==> src/rtl/pll_wrapper_ctrl.sv <==
// PLL control wrapper: lock sequencing, 28/7 MHz clock enables, scan-chain reconfiguration.
// Optional macro PLLW_RECONFIG_COUNT_EN adds a saturating reconfig_count output.
module pll_wrapper_ctrl #(
  parameter int LOCK_CYCLES = 64,
  parameter int CFG_BITS    = 16,
  parameter logic [CFG_BITS-1:0] PROFILE_STD = 16'hA5C3,
  parameter logic [CFG_BITS-1:0] PROFILE_8M  = 16'h3C5A
) (
  input  logic       clk,
  input  logic       reset_n,
  input  logic       eightmhz,
  output logic       locked,
  output logic       ena28,
  output logic       ena7,
  output logic       scanclkena,
  output logic       scandata,
  output logic       configupdate,
  output logic       busy,
  output logic       mode
`ifdef PLLW_RECONFIG_COUNT_EN
  ,
  output logic [7:0] reconfig_count
`endif
);

  localparam int LC_W = (LOCK_CYCLES > 1) ? $clog2(LOCK_CYCLES) : 1;
  localparam int BC_W = (CFG_BITS > 1) ? $clog2(CFG_BITS) : 1;
  localparam logic [LC_W-1:0] LOCK_LAST = LC_W'(LOCK_CYCLES - 1);
  localparam logic [BC_W-1:0] BIT_LAST  = BC_W'(CFG_BITS - 1);

  typedef enum logic [1:0] {
    ST_LOCKING = 2'd0,
    ST_RUN     = 2'd1,
    ST_SHIFT   = 2'd2,
    ST_UPDATE  = 2'd3
  } state_t;

  state_t              state, state_nxt;
  logic [LC_W-1:0]     lock_cnt, lock_cnt_nxt;
  logic [BC_W-1:0]     bit_cnt, bit_cnt_nxt;
  logic [CFG_BITS-1:0] shreg, shreg_nxt;
  logic                locked_nxt;
  logic                busy_nxt;
  logic                mode_nxt;
  logic                target, target_nxt;
  logic                eightmhz_p0, eightmhz_s;
  logic                locked_p1;
  logic [3:0]          divider;

  // Input synchronizer for the asynchronous board switch
  always_ff @(posedge clk or negedge reset_n) begin
    if (!reset_n) begin
      eightmhz_p0 <= 1'b0;
      eightmhz_s  <= 1'b0;
    end else begin
      eightmhz_p0 <= eightmhz;
      eightmhz_s  <= eightmhz_p0;
    end
  end

  // Control state register
  always_ff @(posedge clk or negedge reset_n) begin
    if (!reset_n) begin
      state    <= ST_LOCKING;
      lock_cnt <= '0;
      bit_cnt  <= '0;
      shreg    <= '0;
      locked   <= 1'b0;
      busy     <= 1'b0;
      mode     <= 1'b0;
      target   <= 1'b0;
    end else begin
      state    <= state_nxt;
      lock_cnt <= lock_cnt_nxt;
      bit_cnt  <= bit_cnt_nxt;
      shreg    <= shreg_nxt;
      locked   <= locked_nxt;
      busy     <= busy_nxt;
      mode     <= mode_nxt;
      target   <= target_nxt;
    end
  end

  always_comb begin
    state_nxt    = state;
    lock_cnt_nxt = lock_cnt;
    bit_cnt_nxt  = bit_cnt;
    shreg_nxt    = shreg;
    locked_nxt   = locked;
    busy_nxt     = busy;
    mode_nxt     = mode;
    target_nxt   = target;
    case (state)
      ST_LOCKING: begin
        if (lock_cnt == LOCK_LAST) begin
          locked_nxt   = 1'b1;
          busy_nxt     = 1'b0;
          lock_cnt_nxt = '0;
          state_nxt    = ST_RUN;
        end else begin
          lock_cnt_nxt = lock_cnt + 1'b1;
        end
      end
      ST_RUN: begin
        if (eightmhz_s != mode) begin
          locked_nxt  = 1'b0;
          busy_nxt    = 1'b1;
          shreg_nxt   = eightmhz_s ? PROFILE_8M : PROFILE_STD;
          target_nxt  = eightmhz_s;
          bit_cnt_nxt = '0;
          state_nxt   = ST_SHIFT;
        end
      end
      ST_SHIFT: begin
        shreg_nxt = {shreg[CFG_BITS-2:0], 1'b0};
        if (bit_cnt == BIT_LAST) begin
          state_nxt = ST_UPDATE;
        end else begin
          bit_cnt_nxt = bit_cnt + 1'b1;
        end
      end
      ST_UPDATE: begin
        mode_nxt  = target;
        state_nxt = ST_LOCKING;
      end
      default: state_nxt = ST_LOCKING;
    endcase
  end

  // Scan outputs decode straight from state so reset removes them asynchronously
  assign scanclkena   = (state == ST_SHIFT);
  assign scandata     = (state == ST_SHIFT) & shreg[CFG_BITS-1];
  assign configupdate = (state == ST_UPDATE);

  // Divider holds at 0 through the first locked cycle, placing the first ena28 four cycles after lock
  always_ff @(posedge clk or negedge reset_n) begin
    if (!reset_n) begin
      locked_p1 <= 1'b0;
      divider   <= 4'd0;
    end else begin
      locked_p1 <= locked;
      if (locked && locked_p1) begin
        divider <= divider + 4'd1;
      end else begin
        divider <= 4'd0;
      end
    end
  end

  assign ena28 = locked & (divider[1:0] == 2'b11);
  assign ena7  = locked & (divider == 4'hF);

`ifdef PLLW_RECONFIG_COUNT_EN
  always_ff @(posedge clk or negedge reset_n) begin
    if (!reset_n) begin
      reconfig_count <= 8'd0;
    end else if ((state == ST_UPDATE) && (reconfig_count != 8'hFF)) begin
      reconfig_count <= reconfig_count + 8'd1;
    end
  end
`endif

endmodule

==> config.mk <==
export PLATFORM = sky130hd
export DESIGN_NAME = pll_wrapper_ctrl
export DESIGN_NICKNAME = d
export VERILOG_FILES = /design/src/rtl/pll_wrapper_ctrl.sv
export SDC_FILE = /design/constraint.sdc
export NUM_CORES = 1
export LEC_CHECK = 0
export ABC_CLOCK_PERIOD_IN_PS = 1800
export BUFFER_PORTS_ARGS = -buffer_cell sky130_fd_sc_hd__clkbuf_2
export CORE_MARGIN = 2
export CORE_UTILIZATION = 53
export CTS_CLUSTER_SIZE = 16
export DETAILED_ROUTE_END_ITERATION = 6
export PLACE_DENSITY_LB_ADDON = 0.08
export RECOVER_POWER = 50
export SLEW_MARGIN = 0
export SYNTH_ARGS = -nofsm -noshare
export SYNTH_HDL_FRONTEND = slang
export SYNTH_SLANG_ARGS = --single-unit
export TNS_END_PERCENT = 20
==> constraint.sdc <==
create_clock -name clk -period 1.8 [get_ports clk]
set_clock_uncertainty 0.05 [all_clocks]
set_input_delay 0.09 -clock clk [delete_from_list [all_inputs] [get_ports clk]]
set_output_delay 0.09 -clock clk [all_outputs]
set_load 0.05 [all_outputs]
# After elaboration in Yosys (flattened, before gate mapping)
# Index checks and enable logic that the tools add are counted.
# totals
elab_cells,57
output_inout_bits,8
regBits,39
# op_classes
reduce_logical,9
add_sub_neg,3
bitwise_logic,3
n_mux,18
eq_ne,12
# op_table
cell,n
16-bit 2-to-1 mux,2
16-bit case mux with 2 select lines,1
4-bit 2-to-1 mux,3
3-bit AND reduction,3
4-bit by 1-bit adder with 4-bit output (second input constant),2
4-bit == test (second input constant),2
2-bit case mux with 4 select lines,1
4-bit case mux with 2 select lines,1
6-bit by 1-bit adder with 6-bit output (second input constant),1
2-bit == test (second input constant),3
6-bit == test (second input constant),1
2-bit 2-to-1 mux,3
6-bit 2-to-1 mux,1
2-bit != test (second input constant),3
1-bit 2-to-1 mux,4
1-bit case mux with 2 select lines,2
2-bit AND reduction,2
2-bit nonzero test,2
1-bit bitwise AND,3
2-bit by 1-bit == test with 1-bit output (second input constant),1
2-bit zero test,1
2-bit by 1-bit != test with 1-bit output (second input constant),1
1-bit logical AND,1
1-bit != test,1

# Depth between registers and ports, before layout
# depth
ltp_word,3
ltp_mapped,8

# Worst setup path after synthesis
# OpenSTA, ideal clock, no wires.
# synth_timing
path_type,register to output
from,register state[0]
to,output port scandata
path_buffers,2
arrival_ns,1.985
path_stages_with_launch,6
slack_ns,-0.325
path_cell_list,dfrtp_1 -> inv_1 -> ha_1 -> buf_2 -> clkbuf_1 -> and2_1
# synth_via
elab_chain_len,2
# synth_lines
item,line,rtl
start: declaration,38,"state_t state, state_nxt;"
start signal: assignment,73,state <= state_nxt;
2-bit == test,--,
net scanclkena,15,"output logic scanclkena,"
1-bit bitwise AND,132,assign scandata = (state == ST_SHIFT) & shreg[CFG_BITS-1];
end: declaration,16,"output logic scandata,"
# The timed path passes the listed nets, and every way through them passes these cells.

# Final worst setup path
# layout_timing
from,register state[1]
to,register shreg[14]
# layout_via
elab_chain_len,3
elab_cells_between_ends,6
cone_classes,eq/ne: 3; mux: 1; reduce/logical: 2
# layout_lines
item,line,rtl
2-bit by 1-bit == test with 1-bit output / 2-bit == test (equally long branches),93,case (state)
2-bit != test (no line) / 2-bit nonzero test (equally long branches),--,
2-bit AND reduction (no line),--,
end signal: assignment,76,shreg <= shreg_nxt;
end: declaration,41,"logic [CFG_BITS-1:0] shreg, shreg_nxt;"
# Parallel ways exist; a longest one is shown, timed or not.
# A chain may end at the register's enable or synchronous reset.

==> flow_summary.yaml <==
run_status:
  outcome: "completed"
final_layout:
  fin_nets: 194
  fin_util_pct: 66.0
  layout-drive-gt1-share_pct: 17.5
  fin_cells: 227
  area_growth_pct: 16.3
  n_antenna_cell: 0
sta:
  tightestPinTransition_ns: 0.900
  report.final.hold_viol_count: 0
  finalSetupViolations: 0
  fin_ws_ns: 0.115
  relSlewSlack_pct: 40.0
  drv_slew: 0
  fin_crit_sh_pct: 93.6
  min_period_ns: 1.69
  fin_tns_setup_ns: 0
  whs_ns: 0.325
  fmax_mhz: 593
  rsz0062_at_grt: "no"
place:
  place_congestion: 0.772
  post-place-ws_ns: 0.116
  placed_cells: 217
  dp_hpwl_mm: 2.17
  io_buffers: 10
clock_tree:
  htreeDepth: 2
  cts.clk_slew.worst_paths_ns: 0.11
  clock_sinks: 39
  cts_tree: "built"
  cts_buffer_depth: 2
  numCtsBuffers: 5
  clock_latency_ns: 0.34
  cts-root-buf: "clkbuf_4"
power_and_ir_drop:
  seqPwrFrac_pct: 54.3
  internal_power_mw: 1.32
  p_leak_nw: 0.959
  ir_worst_vdd_uv: 478
  p_sw_share_pct: 18.5
  clkPwrFrac_pct: 43.7
  p_comb_share_pct: 2.0
  pwr_density_cell_nw_per_um2: 792
  switchingPower_mw: 0.300
global_route:
  grt_pass1_wl_mm: 5.22
  overflow: 0
  grt_pass1_vias: 1142
  grt_antenna_before_repair: 0
  grt_max_degree: 40
  track_usage_pct: 19.4
worst_setup_path:
  critPathMaxFanout: 22
  r2r_cells: 6
  cp.buffers_inverters: 3
  cp-end-kind: "register"
  required_ns: 1.99
  crit_arrival_ns: 1.88
  cpLargestDelayFamily: "buffers and inverters"
  crit_cells: 6
  worstPathCellList: "inv_1 -> ha_1 -> buf_4 -> a21o_1 -> buf_12 -> a22o_1"
  critical_path_class: "register to register"
  start_kind: "register"
  critPathSlowestCell: "dfrtp_1"
  max_stage_delay_ns: 0.44
hold_path:
  hold_depth: 0
  hold_class: "register to register"
logic_synthesis:
  synth.cell_area_sq_um: 1760
  yosys.cell_types.count: 34
  syn_nets: 175
  synth-main-ff-cell: "dfrtp_1"
  synthTopCellsByCount: "39 x dfrtp_1, 18 x nand2_1, 13 x a21oi_1, 13 x o21ai_0, 9 x ha_1"
  synthTopCellsByArea: "dfrtp_1 55%, ha_1 6.4%, nand2_1 3.8%"
  synthArstFlopShare_pct: 100
  ys_warn_count: 0
  syn_inst: 163
  synth.avg_cell_area_sq_um: 10.8
  synth-seq-area-share_pct: 55.4
  synth_enable_flop_cells: 0
  post-synth-top-area-fraction_pct: 55.4
  yosysMostFrequentCell: "dfrtp_1"
  ys_ff_latch: 39
  yosysTopAreaCell: "dfrtp_1"
floorplanning:
  start_util_pct: 56.7
  die_area_sq_um: 3800
  die_h_um: 61.6
  ios: 11
  core_area_sq_um: 3100
  rows: 20
  die_x_um: 61.6
drt:
  drt-pass1-iter-count: 4
  drc: 0
  detail-route-antenna-nets: 0
  wire_per_inst_um: 13.4
  avgViaCountPerCell: 5.45
  vias: 1237
  routed_wl_mm: 3.04
  drt_iter0_markers: 52
run:
  drv_cap: 0
power groups by stage:
stage	Sequential [mW]	Clock [mW]	Combinational, mW
6_report	0.881	0.708	0.0326
4_1_cts	0.881	0.724	0.0351
5_1_grt	0.881	0.761	0.0384
2_1_floorplan	0.897	0	0.00770
3_5_place_dp	0.898	0	0.0318
3_3_place_gp	0.898	0	0.0305
repair_timing:
item | CTS | global route
resized for setup | 3 | 4
hold endpoints to repair | 40 | 0
hold buffers | 2 | 0
setup endpoints to repair | 1 | 3
setup buffers | 0 | 0
per-stage QoR:
stage	instance area, sq um	total power, mW
after floorplan	1780	0.905
final	2050	1.62
after CTS	2040	1.64
after detailed placement	1910	0.929
after global routing	2050	1.68
after global placement	1910	0.928
layout by cell type, fill, tap and decap left out, types with 4 or more instances in the layout:
master	n
dfrtp_1	39
nor2_1	8
o22a_1	4
nand3_1	7
xnor2_1	4
clkbuf_4	5
and3_1	4
a21oi_1	13
o21ai_0	13
inv_1	5
a22o_1	6
clkbuf_2	9
ha_1	8
nand2_1	18
area by class of cell:
type / count / area, sq um
Fill cell: 269 / 1050
Sequential cell: 39 / 976
Multi-Input combinational cell: 112 / 758
Timing Repair Buffer: 18 / 135
Clock inverter: 2 / 60.1
Tap cell: 44 / 55.1
Clock buffer: 6 / 41.3
Inverter: 6 / 22.5
state kept, by name (all words and copies together), names as in the netlist, 2 cells and up:
register,flops
shreg,16
lock_cnt,6
state,2
bit_cnt,4
divider,4
worst register-to-register path, stage by stage (launching register included):
cell and delay [ns]:
dfrtp_1 0.44, inv_1 0.12, ha_1 0.24, buf_4 0.17, a21o_1 0.18, buf_12 0.15, a22o_1 0.23
final timing paths:
kind,slack (ns),start,endpoint
max in group asynchronous,0.70,reset_n,bit_cnt[2]$_DFFE_PN0P_
min in group asynchronous,0.43,reset_n,divider[1]$_DFF_PN0_
max,0.11,state[1]$_DFFE_PN0P_,shreg[14]$_DFFE_PN0P_
min,0.32,eightmhz_p0$_DFF_PN0_,eightmhz_s$_DFF_PN0_
max reg2reg,0.11,state[1]$_DFFE_PN0P_,shreg[14]$_DFFE_PN0P_
min reg2reg,0.32,eightmhz_p0$_DFF_PN0_,eightmhz_s$_DFF_PN0_
kinds of logic after synthesis:
logic type | share of synthesized area, %
flip-flops | 55.4
AND/OR/NAND/NOR | 12.3
buffers and inverters | 2.77
adder cells (fa/ha/maj) | 6.40
AO/OA/AOI/OAI | 17.6
XOR/XNOR | 2.49
multiplexers | 2.99
routing by layer:
metal	track usage, %	routed length (um)
met5	0	0
met4	7.29	53
met3	6.30	132
met2	30.4	1410
met1	25.0	1440
(Power assumes the default switching activity.)
